===== src/rtl/wb_memtest_master_if.sv =====
// Pipelined Wishbone bus bundle: 32-bit data, byte address, 4 byte selects,
// with stall for pipelined flow control.
interface if_wb #(
  parameter int AWIDTH = 26
) ();
  logic [AWIDTH-1:0] adr;
  logic [31:0]       dat_o;
  logic [31:0]       dat_i;
  logic              we;
  logic [3:0]        sel;
  logic              cyc;
  logic              stb;
  logic              ack;
  logic              stall;

  modport master (
    output adr, dat_o, we, sel, cyc, stb,
    input  dat_i, ack, stall
  );

  modport slave (
    input  adr, dat_o, we, sel, cyc, stb,
    output dat_i, ack, stall
  );
endinterface


===== src/rtl/wb_memtest_master.sv =====
// Self-checking memory test master: one pipelined write cycle of an additive
// pseudo-random pattern, one idle cycle, then a pipelined read-back and compare.
module wb_memtest_master #(
  parameter int          AWIDTH = 26,
  parameter int          CWIDTH = 16,
  parameter int          TWIDTH = 12,
  parameter logic [31:0] STEP   = 32'h9E3779B9
) (
  input  logic              clk_i,
  input  logic              rst_i,
  if_wb.master              bus,
  input  logic              start,
  input  logic [AWIDTH-1:0] base_adr,
  input  logic [CWIDTH-1:0] word_count,
  input  logic [31:0]       seed,
  output logic              busy,
  output logic              done,
  output logic              pass,
  output logic              timeout,
  output logic [CWIDTH-1:0] err_count,
  output logic [AWIDTH-1:0] first_err_adr
);
  typedef enum logic [2:0] {S_IDLE, S_WRITE, S_GAP, S_READ, S_DONE} state_t;

  localparam logic [AWIDTH-1:0] ADR_MASK = {{(AWIDTH-2){1'b1}}, 2'b00};
  localparam logic [AWIDTH-1:0] ADR_INC  = AWIDTH'(4);
  localparam logic [CWIDTH-1:0] ONE_C    = CWIDTH'(1);
  localparam logic [TWIDTH-1:0] ONE_T    = TWIDTH'(1);

  state_t            state_q, state_d;
  logic [AWIDTH-1:0] adr_q, base_q, chk_adr_q;
  logic [31:0]       dat_q, seed_q, chk_pat_q;
  logic [CWIDTH-1:0] wc_q, issued_q, acked_q, outstanding;
  logic [TWIDTH-1:0] tmo_q;
  logic              cyc, stb, we, accept, ack_ok, last_ack, tmo_hit;
  logic [3:0]        sel;

  function automatic logic [CWIDTH-1:0] sat_inc(input logic [CWIDTH-1:0] v);
    return (v == '1) ? v : v + ONE_C;
  endfunction

  assign outstanding = issued_q - acked_q;
  assign ack_ok      = bus.ack && (outstanding != '0);
  assign last_ack    = ack_ok && ((acked_q + ONE_C) == wc_q);
  assign tmo_hit     = (tmo_q == '1);

  assign bus.adr   = adr_q;
  assign bus.dat_o = dat_q;
  assign bus.cyc   = cyc;
  assign bus.stb   = stb;
  assign bus.we    = we;
  assign bus.sel   = sel;

  always_comb begin
    state_d = state_q;
    cyc     = 1'b0;
    stb     = 1'b0;
    we      = 1'b0;
    sel     = 4'h0;
    accept  = 1'b0;
    case (state_q)
      S_IDLE: begin
        if (start) state_d = (word_count != '0) ? S_WRITE : S_DONE;
      end
      S_WRITE, S_READ: begin
        cyc    = 1'b1;
        we     = (state_q == S_WRITE);
        sel    = 4'hf;
        stb    = (issued_q != wc_q);
        accept = stb && !bus.stall;
        if (last_ack)
          state_d = (state_q == S_WRITE) ? S_GAP : S_DONE;
        else if (!ack_ok && (outstanding != '0) && tmo_hit)
          state_d = S_DONE;
      end
      S_GAP:   state_d = S_READ;
      S_DONE:  state_d = S_IDLE;
      default: state_d = S_IDLE;
    endcase
  end

  always_ff @(posedge clk_i or posedge rst_i) begin
    if (rst_i) begin
      state_q       <= S_IDLE;
      adr_q         <= '0;
      dat_q         <= '0;
      base_q        <= '0;
      seed_q        <= '0;
      wc_q          <= '0;
      issued_q      <= '0;
      acked_q       <= '0;
      tmo_q         <= '0;
      chk_pat_q     <= '0;
      chk_adr_q     <= '0;
      busy          <= 1'b0;
      done          <= 1'b0;
      pass          <= 1'b0;
      timeout       <= 1'b0;
      err_count     <= '0;
      first_err_adr <= '0;
    end else begin
      state_q <= state_d;
      done    <= (state_q == S_DONE);
      case (state_q)
        S_IDLE: begin
          if (start) begin
            base_q        <= base_adr & ADR_MASK;
            adr_q         <= base_adr & ADR_MASK;
            seed_q        <= seed;
            dat_q         <= seed;
            wc_q          <= word_count;
            issued_q      <= '0;
            acked_q       <= '0;
            tmo_q         <= '0;
            err_count     <= '0;
            first_err_adr <= '0;
            pass          <= 1'b0;
            timeout       <= 1'b0;
            busy          <= 1'b1;
          end
        end
        S_WRITE, S_READ: begin
          // issue side: address/data only move when the slave takes the request
          if (accept) begin
            issued_q <= issued_q + ONE_C;
            adr_q    <= adr_q + ADR_INC;
            dat_q    <= dat_q + STEP;
          end
          // response side: acks retire requests and feed the checker
          if (ack_ok) begin
            acked_q <= acked_q + ONE_C;
            tmo_q   <= '0;
            if (state_q == S_READ) begin
              chk_pat_q <= chk_pat_q + STEP;
              chk_adr_q <= chk_adr_q + ADR_INC;
              if (bus.dat_i != chk_pat_q) begin
                err_count <= sat_inc(err_count);
                if (err_count == '0) first_err_adr <= chk_adr_q;
              end
            end
          end else if (outstanding != '0) begin
            if (tmo_hit) timeout <= 1'b1;
            else         tmo_q   <= tmo_q + ONE_T;
          end
        end
        S_GAP: begin
          adr_q     <= base_q;
          dat_q     <= seed_q;
          chk_adr_q <= base_q;
          chk_pat_q <= seed_q;
          issued_q  <= '0;
          acked_q   <= '0;
          tmo_q     <= '0;
        end
        S_DONE: begin
          busy <= 1'b0;
          pass <= (err_count == '0) && !timeout;
        end
        default: ;
      endcase
    end
  end
endmodule


===== src/flat_wrapper.sv =====
// flat-port wrapper written by rule: the top's interface ports become plain ports
module wb_memtest_master_flat 
#(
  parameter int          AWIDTH = 26,
  parameter int          CWIDTH = 16,
  parameter int          TWIDTH = 12,
  parameter logic [31:0] STEP   = 32'h9E3779B9
)
  (clk_i, rst_i, start, base_adr, word_count, seed, busy, done, pass, timeout, err_count, first_err_adr, bus_adr, bus_dat_o, bus_we, bus_sel, bus_cyc, bus_stb, bus_dat_i, bus_ack, bus_stall);
  if_wb #(.AWIDTH(AWIDTH)) bus_i ();
  input  logic clk_i;
  input  logic rst_i;
  input  logic start;
  input  logic [AWIDTH-1:0] base_adr;
  input  logic [CWIDTH-1:0] word_count;
  input  logic [31:0] seed;
  output logic busy;
  output logic done;
  output logic pass;
  output logic timeout;
  output logic [CWIDTH-1:0] err_count;
  output logic [AWIDTH-1:0] first_err_adr;
  output wire logic [$bits(bus_i.adr)-1:0] bus_adr;
  output wire logic [$bits(bus_i.dat_o)-1:0] bus_dat_o;
  output wire logic [$bits(bus_i.we)-1:0] bus_we;
  output wire logic [$bits(bus_i.sel)-1:0] bus_sel;
  output wire logic [$bits(bus_i.cyc)-1:0] bus_cyc;
  output wire logic [$bits(bus_i.stb)-1:0] bus_stb;
  input wire logic [$bits(bus_i.dat_i)-1:0] bus_dat_i;
  input wire logic [$bits(bus_i.ack)-1:0] bus_ack;
  input wire logic [$bits(bus_i.stall)-1:0] bus_stall;
  assign bus_adr = bus_i.adr;
  assign bus_dat_o = bus_i.dat_o;
  assign bus_we = bus_i.we;
  assign bus_sel = bus_i.sel;
  assign bus_cyc = bus_i.cyc;
  assign bus_stb = bus_i.stb;
  assign bus_i.dat_i = bus_dat_i;
  assign bus_i.ack = bus_ack;
  assign bus_i.stall = bus_stall;
  wb_memtest_master #(.AWIDTH(AWIDTH), .CWIDTH(CWIDTH), .TWIDTH(TWIDTH), .STEP(STEP)) u_core (.clk_i(clk_i), .rst_i(rst_i), .bus(bus_i), .start(start), .base_adr(base_adr), .word_count(word_count), .seed(seed), .busy(busy), .done(done), .pass(pass), .timeout(timeout), .err_count(err_count), .first_err_adr(first_err_adr));
endmodule

===== config.mk =====
export PLATFORM = sky130hd
export DESIGN_NAME = wb_memtest_master_flat
export DESIGN_NICKNAME = d
export VERILOG_FILES = /design/src/rtl/wb_memtest_master_if.sv /design/src/rtl/wb_memtest_master.sv /design/src/flat_wrapper.sv
export SDC_FILE = /design/constraint.sdc
export NUM_CORES = 1
export LEC_CHECK = 0
export CAP_MARGIN = 20
export CORE_ASPECT_RATIO = 0.75
export CORE_MARGIN = 3
export CORE_UTILIZATION = 35
export CTS_CLUSTER_SIZE = 10
export DETAILED_ROUTE_END_ITERATION = 6
export GPL_TIMING_DRIVEN = 0
export SYNTH_ARGS = -nofsm -noshare
export SYNTH_HDL_FRONTEND = slang
export SYNTH_SLANG_ARGS = --single-unit

===== constraint.sdc =====
create_clock -name clk_i -period 23.8 [get_ports clk_i]
set_input_delay 3.57 -clock clk_i [delete_from_list [all_inputs] [get_ports clk_i]]
set_output_delay 3.57 -clock clk_i [all_outputs]
set_load 0.01 [all_outputs]

# Word level (Yosys, flattened, before mapping)
# Cells that the tools add are included.
# totals
register_bits	281
inputBits	111
word_cells	128
# op_classes
add_sub_neg	9
eq_ne	22
mux	52
reduce_logical	28
# op_table
operator	count
26-bit 2-to-1 mux	9
32-bit 2-to-1 mux	4
16-bit 2-to-1 mux	7
26-bit one-hot mux with 2 select lines	2
16-bit one-hot mux with 3 select lines	2
32-bit one-hot mux with 3 select lines	1
26-bit one-hot mux with 3 select lines	1
32-bit adder, second input constant	2
32-bit one-hot mux with 2 select lines	1
26-bit by 3-bit adder with 26-bit output, second input constant	2
16-bit by 1-bit adder with 16-bit output, second input constant	3
12-bit 2-to-1 mux	4
12-bit one-hot mux with 3 select lines	1
32-bit inequality test	1
16-bit one-hot mux with 2 select lines	1
16-bit nonzero test	2
16-bit == test	1
16-bit == test, second input constant	1
16-bit logical NOT	1
16-bit inequality test	1
16-bit subtractor	1
3-bit 2-to-1 mux	5
2-bit by 1-bit inequality test with 1-bit output, second input constant	7
12-bit by 1-bit adder with 12-bit output, second input constant	1
22 further kinds	50

# Depth between registers and ports, before layout
# Gate-level depths: netlist (run 1).
# depth
word_depth	9
ltp_mapped	14
depth_no_buf	11

# Worst setup path before layout (run 1)
# Ideal clock, no wire load.
# synth_timing
path_type	input-to-reg
startpoint	input bus_dat_i[25]
endpoint	register u_core.err_count[9]
setup_ps	78
arrival_time_ps	5123
setup_slack_ps	18599
stages	9
cell_sequence	xnor2_1 > nand4_1 > nor4_1 > nand2_1 > a31oi_1 > a41oi_1 > o211ai_4 > or4_1 > a21oi_1
# synth_via
elab_chain_cells	3
# synth_lines
element	line_no	source
from (decl)	flat_wrapper.sv:29	input wire logic [$bits(bus_i.dat_i)-1:0] bus_dat_i;
32-bit inequality test	wb_memtest_master.sv:136	if (bus.dat_i != chk_pat_q) begin
2-bit by 1-bit inequality test with 1-bit output (no line)	n/a	
6-bit AND reduction (no line)	n/a	
to (signal assigned)	wb_memtest_master.sv:137	err_count <= sat_inc(err_count);
to (decl)	wb_memtest_master.sv:20	output logic [CWIDTH-1:0] err_count,
# No other way between the ends.
# A chain may end at the register's enable or synchronous reset.

# Worst setup path after layout (run 1)
# layout_timing
startpoint	register u_core.state_q[0]
endpoint	output bus_stb
# layout_via
elab_chain_cells	3
elab_cells_between_ends	4
classes_between	eq/ne (2); mux (1); reduce/logical (1)
# layout_lines
element	line_no	source
from (decl)	wb_memtest_master.sv:30	state_t state_q, state_d;
from (signal assigned)	wb_memtest_master.sv:102	state_q <= state_d;
3-bit by 2-bit == test with 1-bit output / 3-bit by 1-bit == test with 1-bit output (equally long branches)	wb_memtest_master.sv:61	case (state_q)
2-bit OR reduction (*)	wb_memtest_master.sv:61	
1-bit 2-to-1 mux (*)	wb_memtest_master.sv:61	
to (decl)	flat_wrapper.sv:28	output wire logic [$bits(bus_i.stb)-1:0] bus_stb;
# Every way passes the cells marked *; elsewhere a longest branch is shown, timed or not.

==> summary.md, run 1 <==
| Metric | Value |
|---|---|
| Bufs on Longest Clock Path | `3` |
| Worst Path Buf+Inv | `5` |
| Setup bufs post-CTS | `0` |
| Die H | `around 190 µm` |
| Hold Buf Count CTS | `0` |
| Die width | `between 200 and 300 µm` |
| Clock transition at path regs | `0.06 ns` |
| Num rows | `67` |
| Worst Path Max Fanout | `10` |
| Final setup fails | `0` |
| Clk_lat worst skew | `around 0.54 ns` |
| Routed Antenna Nets | `0` |
| Crit path cell chain | `clkbuf_1 -> nand2_1 -> clkbuf_1 -> buf_1 -> clkbuf_1 -> nor2_1 -> clkdlybuf4s50_1` |
| Vias | `around 17000` |
| Share of the synthesized area in the top cell type | `0.421` |
| Htree depth | `2` |
| CORE AREA | `between 0.04 and 0.05 mm²` |
| Area contributors post-synth | `dfrtp_1 42%, nand2_1 9.7%, o21ai_0 6.3%` |
| Routed wl met2 | `26600 µm` |
| Failing checks | `design-rule violations` |
| Initial antenna violation count | `1` |
| RSZ-0062 raised after global routing | `no` |
| Count leader, synth | `nand2_1` |
| Top Ports | `222` |
| Simple-gate area share of the yosys netlist | `0.238` |
| Final Wtd Congestion | `0.940` |
| Layout overhead on the synthesized area | `24.5%` |
| Max-slew violations | `0` |
| Largest net degree at the start of global routing | `between 100 and 150` |
| Num CTS Buffers | `35` |
| Worst Path Required | `about 20 ns` |
| Syn Area/Cell | `roughly 8.1 µm²` |
| IO buf count | `215` |
| Die ar. | `roughly 0.049 mm²` |
| Cell variety after synth | `approximately 80` |
| Path category of the worst min-delay check | `flip-flop to flip-flop` |
| N_diodes | `0` |
| Post-Synth XOR/XNOR Area | `0.0450` |
| #FFs+latches synth | `275` |
| Multiplexer area fraction after synthesis | `0.00123` |
| Clock Sinks | `roughly 280` |
| Startpoint Class | `flip-flop` |
| Post-Synth Adder-Cell Area | `0.0184` |
| Worst slew pin tran | `about 1.1 ns` |
| Initial DRC Count | `2266` |
| Crit path DAT | `slightly above 4 ns` |
| Hold path startpoint | `u_core.base_q[21]` |
| Critical path's slowest cell | `buf_1` |
| RR Startpoint | `u_core.acked_q[4]` |
| Post-synthesis compound-gate area fraction | `0.231` |
| Most used cell, CP | `clkbuf_1` |
| Remaining DRCs | `12` |
| Top achievable clock speed | `about 130 MHz` |
| FFs w/ async S/R, synth | `1.00` |
| Routed vias/inst | `5.91` |
| Final WS setup | `between 15 and 20 ns` |
| Skew final | `about 0.023 ns` |
| CTS root buf | `clkbuf_16` |
| Cell family with most CP delay | `buffers and inverters` |
| Post-synth EDFFs | `0` |
| Met3 WL | `a little under 8000 µm` |
| LEAKAGE | `approximately 0.0085 µW` |
| Setup WS pre-CTS | `16.91 ns` |
| Hold Fails Final Rpt | `0` |
| Total Wirelength | `between 60000 and 70000 µm` |
| Max-slew headroom | `0.258` |
| M1 WL | `between 30000 and 40000 µm` |
| Grt ovf | `0` |
| Crit-path max cell delay | `about 0.76 ns` |
| Kind of critical path | `flip-flop to primary output` |
| Top sig layer | `met5` |
| Synth Cell Area | `0.0163 mm²` |
| First-pass GRT wire length | `between 90000 and 100000 µm` |
| Vias in the first global route | `15913` |
| 1st-pass router iterations | `7` |
| TritonCTS clock tree | `built` |
| Final Cycle Share | `0.319` |
| Post-CTS resize count | `0` |
| Largest family of logic cells by synthesized area | `simple AND/OR/NAND/NOR gates` |
| Synth top cells by count | `424 x nand2_1, 275 x dfrtp_1, 204 x o21ai_0, 152 x a21oi_1, 139 x nor2_1` |
| Total global routing track utilization | `0.260` |
| Top FF cell, synth | `dfrtp_1` |
| Mapped Cells | `about 2000` |
| Total negative setup slack | `0 ns` |
| # Max-Cap Violations | `0` |
| Endpoint kind of the worst setup timing path | `primary output` |
| CP startpoint | `u_core.state_q[0]` |
| Status | `complete, but fails checks` |
| Starting Density | `0.360` |
| Seq/Total Area, Yosys | `0.421` |
| Cell taking the most area after synthesis | `dfrtp_1` |
| Share of layout cells above drive strength 1 | `0.0365` |
| Syn. warnings | `0` |
| Worst VDD drop | `roughly 0.000074 V` |
| Wire length per cell | `between 20 and 25 µm` |
| HPWL after detailed placement | `roughly 50000 µm` |
| Net count, final | `roughly 2400` |
| Final Critical Period | `7.60 ns` |
| PwrDens | `between 100 and 150 mW/mm²` |
-- placed cells by master, fill, tap and decap left out, types with 6 or more instances in the layout --
cell	synthesis	routed
nand2_1	424	424
dfrtp_1	275	275
clkdlybuf4s50_1	0	215
o21ai_0	204	204
a21oi_1	152	152
nor2_1	139	139
clkbuf_1	112	118
xnor2_1	67	67
nand3_1	61	61
inv_1	42	41
clkbuf_16	0	37
and3_1	36	36
a222oi_1	29	29
nand4_1	28	28
o22ai_1	27	27
or3_1	26	26
nor4_1	25	25
ha_1	24	24
nor3_1	23	23
a221oi_1	18	18
xor2_1	17	17
a31oi_1	16	16
and4_1	15	15
o21ai_1	13	13
a211oi_1	13	13
or4_1	13	13
a21o_1	12	12
nand2b_1	11	11
and2_1	11	11
o211ai_1	10	10
buf_4	10	10
o21a_1	9	9
o31ai_1	9	9
a22o_1	9	9
a22oi_1	9	9
o21bai_1	7	7
o2bb2ai_1	7	7
or2_2	6	6
nor2b_1	6	6
o32ai_1	6	6
-- cell families (layout without fill, tap and decap cells) --
family / count (synthesis) / count (layout)
other: 1 / 4
AO/OA/AOI/OAI: 600 / 600
buffers and inverters: 177 / 443
multiplexers: 2 / 2
flip-flops: 275 / 275
AND/OR/NAND/NOR: 845 / 845
XOR/XNOR: 84 / 84
adder cells (fa/ha/maj): 24 / 24
-- per-stage QoR --
| stage | util | cell area (µm²) | power [µW] | instances | hold WS [ns] |
|---|---|---|---|---|---|
| 6_report | 0.448 | 20300 | 2780 | 2898 | 0.482 |
| 5_1_grt | 0.448 | 20300 | 2960 | 2898 | 0.505 |
| 4_1_cts | 0.448 | 20300 | 2750 | 2898 | 0.479 |
| 3_5_place_dp | 0.426 | 19300 | 2250 | 2850 | 0.464 |
| 3_3_place_gp | 0.425 | 19300 | 2220 | 2847 | 0.460 |
| 2_1_floorplan | - | 16300 | 1680 | 2011 | 0.446 |
-- worst register-to-register path, cell delays in order, from the launching register on --
cell      delay, ns
dfrtp_1        0.37
clkbuf_1       0.38
inv_1          0.19
ha_1           0.44
o2111a_1       0.21
o21ai_0        0.51
nand2_1        0.13
a211oi_1       0.40
nor4_2         0.16
a211oi_1       0.49
buf_2          0.30
clkbuf_1       0.56
clkbuf_1       0.62
a21oi_1        0.15
-- path summary, 6_finish.rpt --
| kind | slack, ns | depth (start not counted) | end |
|---|---|---|---|
| hold / removal | 0.48 | 2 | u_core.base_q[21] |
| setup reg to reg | 18.74 | 13 | u_core.chk_pat_q[18] |
| setup / recovery | 16.20 | 7 | bus_stb |
| max in group asynchronous | 19.20 | 3 | u_core.chk_pat_q[9] |
| min in group asynchronous | 3.52 | 2 | u_core.bus.adr[8] |
| hold reg to reg | 0.48 | 2 | u_core.base_q[21] |
-- layer usage --
metal  global-route usage  vias up
met5               0.0115        -
met1                0.387     8347
met2                0.366      956
met4               0.0509        4
li1                     -     7745
met3               0.0817       80
-- cell type report --
cell class              count  area [µm²]
fillers                  4507       25000
multi-input cells        1559        8720
flip-flops and latches    275        6880
repair buffers            218        2210
clock buffers              45         976
well taps                 621         777
plain buffers             135         579
inverters                  42         165
clock inverters             3        22.5
-- report_power, final --
group          internal [µW]  switching (µW)
logic                    552             840
registers                651             247
clock network            285             207
-- sequential cells by signal, indices dropped and copies added, names as in the netlist --
register / flops
u_core.busy: 1
u_core.err_count: 16
u_core.seed_q: 32
u_core.bus.dat_o: 32
u_core.base_q: 24
u_core.tmo_q: 12
u_core.timeout: 1
u_core.done: 1
u_core.acked_q: 16
u_core.bus.adr: 24
u_core.chk_pat_q: 32
u_core.chk_adr_q: 24
u_core.first_err_adr: 24
u_core.issued_q: 16
u_core.pass: 1
u_core.wc_q: 16
u_core.state_q: 3
Power figures use the tool's default switching activity.
==> run 2: changes to the inputs <==
- clock period: 23.8 -> 6.2 ns (I/O delays scaled with it)
==> summary.md, run 2 (same netlist as run 1, synthesis figures left out) <==
| Metric | Value |
|---|---|
| Status | `complete, but fails checks` |
| Failing checks | `design-rule violations` |
| CTS root buf | `clkbuf_16` |
| Initial antenna violation count | `1` |
| Final setup fails | `0` |
| Cell family with most CP delay | `buffers and inverters` |
| CORE AREA | `roughly 0.045 mm²` |
| Largest net degree at the start of global routing | `41` |
| Combinational power share | `0.496` |
| Worst Path Max Fanout | `10` |
| Layout overhead on the synthesized area | `25.5%` |
| Starting Density | `0.360` |
| Clock power share | `0.185` |
| Switching portion of total power | `0.461` |
| Max-slew violations | `0` |
| Most frequent cells in the layout | `424 x nand2_1, 275 x dfrtp_1, 215 x clkdlybuf4s50_1` |
| Share of layout cells above drive strength 1 | `0.0389` |
| Fillcell total | `4483` |
| 1st-pass router iterations | `7` |
| Final Wtd Congestion | `0.944` |
| Endpoint kind of the worst setup timing path | `primary output` |
| Total negative setup slack | `0 ns` |
| Critical path's slowest cell | `buf_1` |
| Remaining DRCs | `3` |
| Num CTS Buffers | `35` |
| Total Wirelength | `66200 µm` |
| Worst Path Buf+Inv | `5` |
| Initial DRC Count | `between 2000 and 2500` |
| LEAKAGE | `between 0.008 and 0.009 µW` |
| Skew final | `0.0419 ns` |
| HPWL after detailed placement | `50900 µm` |
| Net count, final | `2406` |
| Setup WS pre-CTS | `around 1.6 ns` |
| Flop pwr share | `0.319` |
| Bufs on Longest Clock Path | `3` |
| Commonest non-fill, non-tap cell in the layout | `nand2_1` |
| Final Critical Period | `approximately 5.0 ns` |
| # Max-Cap Violations | `0` |
| Hold Fails Final Rpt | `0` |
| Clk_lat worst skew | `~0.55 ns` |
| IO buf count | `~220` |
| Path category of the worst min-delay check | `flip-flop to flip-flop` |
| Vias | `around 17000` |
| Clock transition at path regs | `~0.060 ns` |
| Die ar. | `~0.05 mm²` |
| Die H | `approximately 190 µm` |
| Top Ports | `roughly 220` |
| Most used cell, CP | `clkbuf_1` |
| PwrDens | `between 500 and 600 mW/mm²` |
| Setup bufs post-CTS | `0` |
| Final Cycle Share | `0.809` |
| First-pass GRT wire length | `a little under 100000 µm` |
| Routed Antenna Nets | `0` |
| Vias in the first global route | `15815` |
| Post-CTS resize count | `0` |
| TritonCTS clock tree | `built` |
| Routed vias/inst | `just under 6` |
| Grt ovf | `0` |
| Final Util | `0.452` |
| RSZ-0062 raised after global routing | `no` |
| Worst slew pin tran | `approximately 1.2 ns` |
| Worst Path Required | `about 5.3 ns` |
| Crit path DAT | `just over 4 ns` |
| Max-slew headroom | `0.227` |
| Num rows | `67` |
| Crit path cell chain | `clkbuf_1 -> nand2_1 -> clkbuf_1 -> buf_1 -> clkbuf_1 -> nor2_1 -> clkdlybuf4s50_1` |
| Final WS setup | `1.19 ns` |
| Worst VDD drop | `about 0.00020 V` |
| Htree depth | `2` |
| Total global routing track utilization | `0.260` |
| Top achievable clock speed | `~200 MHz` |
| Hold Buf Count CTS | `0` |
| Final hold slack | `approximately 0.5 ns` |
| Wire length per cell | `around 23 µm` |
| Switching power | `4980 µW` |
| Startpoint Class | `flip-flop` |
| Crit-path max cell delay | `about 0.8 ns` |
| Kind of critical path | `flip-flop to primary output` |
| Die width | `255 µm` |
| Internal power | `between 5000 and 6000 µW` |
| Clock Sinks | `between 200 and 300` |
run 2: changes by cell type in the layout (fill, tap and decap cells not counted):
| cell | change |
|---|---|
| buf_12 | +7 |
| bufinv_16 | +3 |
| buf_16 | -2 |
| clkbuf_1 | +2 |
| clkinv_4 | -2 |
| buf_2 | -1 |
| buf_4 | +1 |
| clkbuf_16 | -1 |
| clkbuf_8 | -1 |
| clkinv_8 | +1 |
| clkinvlp_4 | +1 |
| diode_2 | +1 |
| inv_6 | +1 |
| inv_8 | -1 |
run 2: cell type report:
cell class              count  area (µm²)  area share
multi-input cells        1559        8720       0.426
flip-flops and latches    275        6880       0.336
repair buffers            223        2300       0.112
clock buffers              45         945      0.0461
well taps                 621         777      0.0379
plain buffers             135         579      0.0283
inverters                  42         161     0.00788
clock inverters             6         120     0.00586
diodes                      1        2.50    0.000122
run 2: worst min-delay path: cells and delay by family, from the launching register on:
family / cells / cell delay, ns
AND/OR/NAND/NOR: 2 / 0.11
flip-flops: 1 / 0.34
run 2: final timing paths:
path	startpoint	to	slack, ns	cells past startpoint
setup / recovery	u_core.state_q[0]	bus_stb	1.19	7
hold / removal	u_core.seed_q[23]	u_core.seed_q[23]	0.49	2
setup reg to reg	u_core.acked_q[4]	u_core.chk_pat_q[27]	1.37	13
hold reg to reg	u_core.seed_q[23]	u_core.seed_q[23]	0.49	2
max in group asynchronous	rst_i	u_core.seed_q[10]	3.98	5
min in group asynchronous	rst_i	u_core.err_count[11]	0.95	2
run 2: stage by stage:
step / area [µm²] / total power [µW] / std cells
finish: 20500 / 10800 / 2907
global route: 20500 / 11500 / 2906
CTS: 20500 / 10700 / 2906
detailed placement: 19400 / 8640 / 2855
global placement: 19300 / 8530 / 2847
floorplan: 16300 / 6440 / 2011
run 2: metal layers:
layer	up-vias	wire, µm	track usage
li1	7753	-	-
met1	8392	30300	0.389
met2	927	26200	0.353
met3	83	8360	0.0914
met4	0	1310	0.0597
met5	-	0	0
run 2: power by group through the flow:
stage	sequential (µW)	clock [µW]	combinational (µW)
6_report	3440	2000	5360
3_5_place_dp	3440	0	5200
5_1_grt	3520	2100	5860
4_1_cts	3410	2030	5240
2_1_floorplan	3190	0	3260
3_3_place_gp	3420	0	5110
==> run 3: changes to the inputs <==
- clock period: 6.2 -> 5.25 ns (I/O delays scaled with it)
==> results of run 3 <==
Same layout as run 2 (identical final DEF). Status: complete, but fails checks: design-rule violations.
Among the figures that moved: setup slack after placement 1.57 ns -> 0.620 ns; setup slack after layout 1.19 ns -> 0.378 ns; register-to-register setup slack 1.37 ns -> 0.42 ns; total power 10800 µW -> 12800 µW; worst IR drop on VDD 0.000205 V -> 0.000242 V
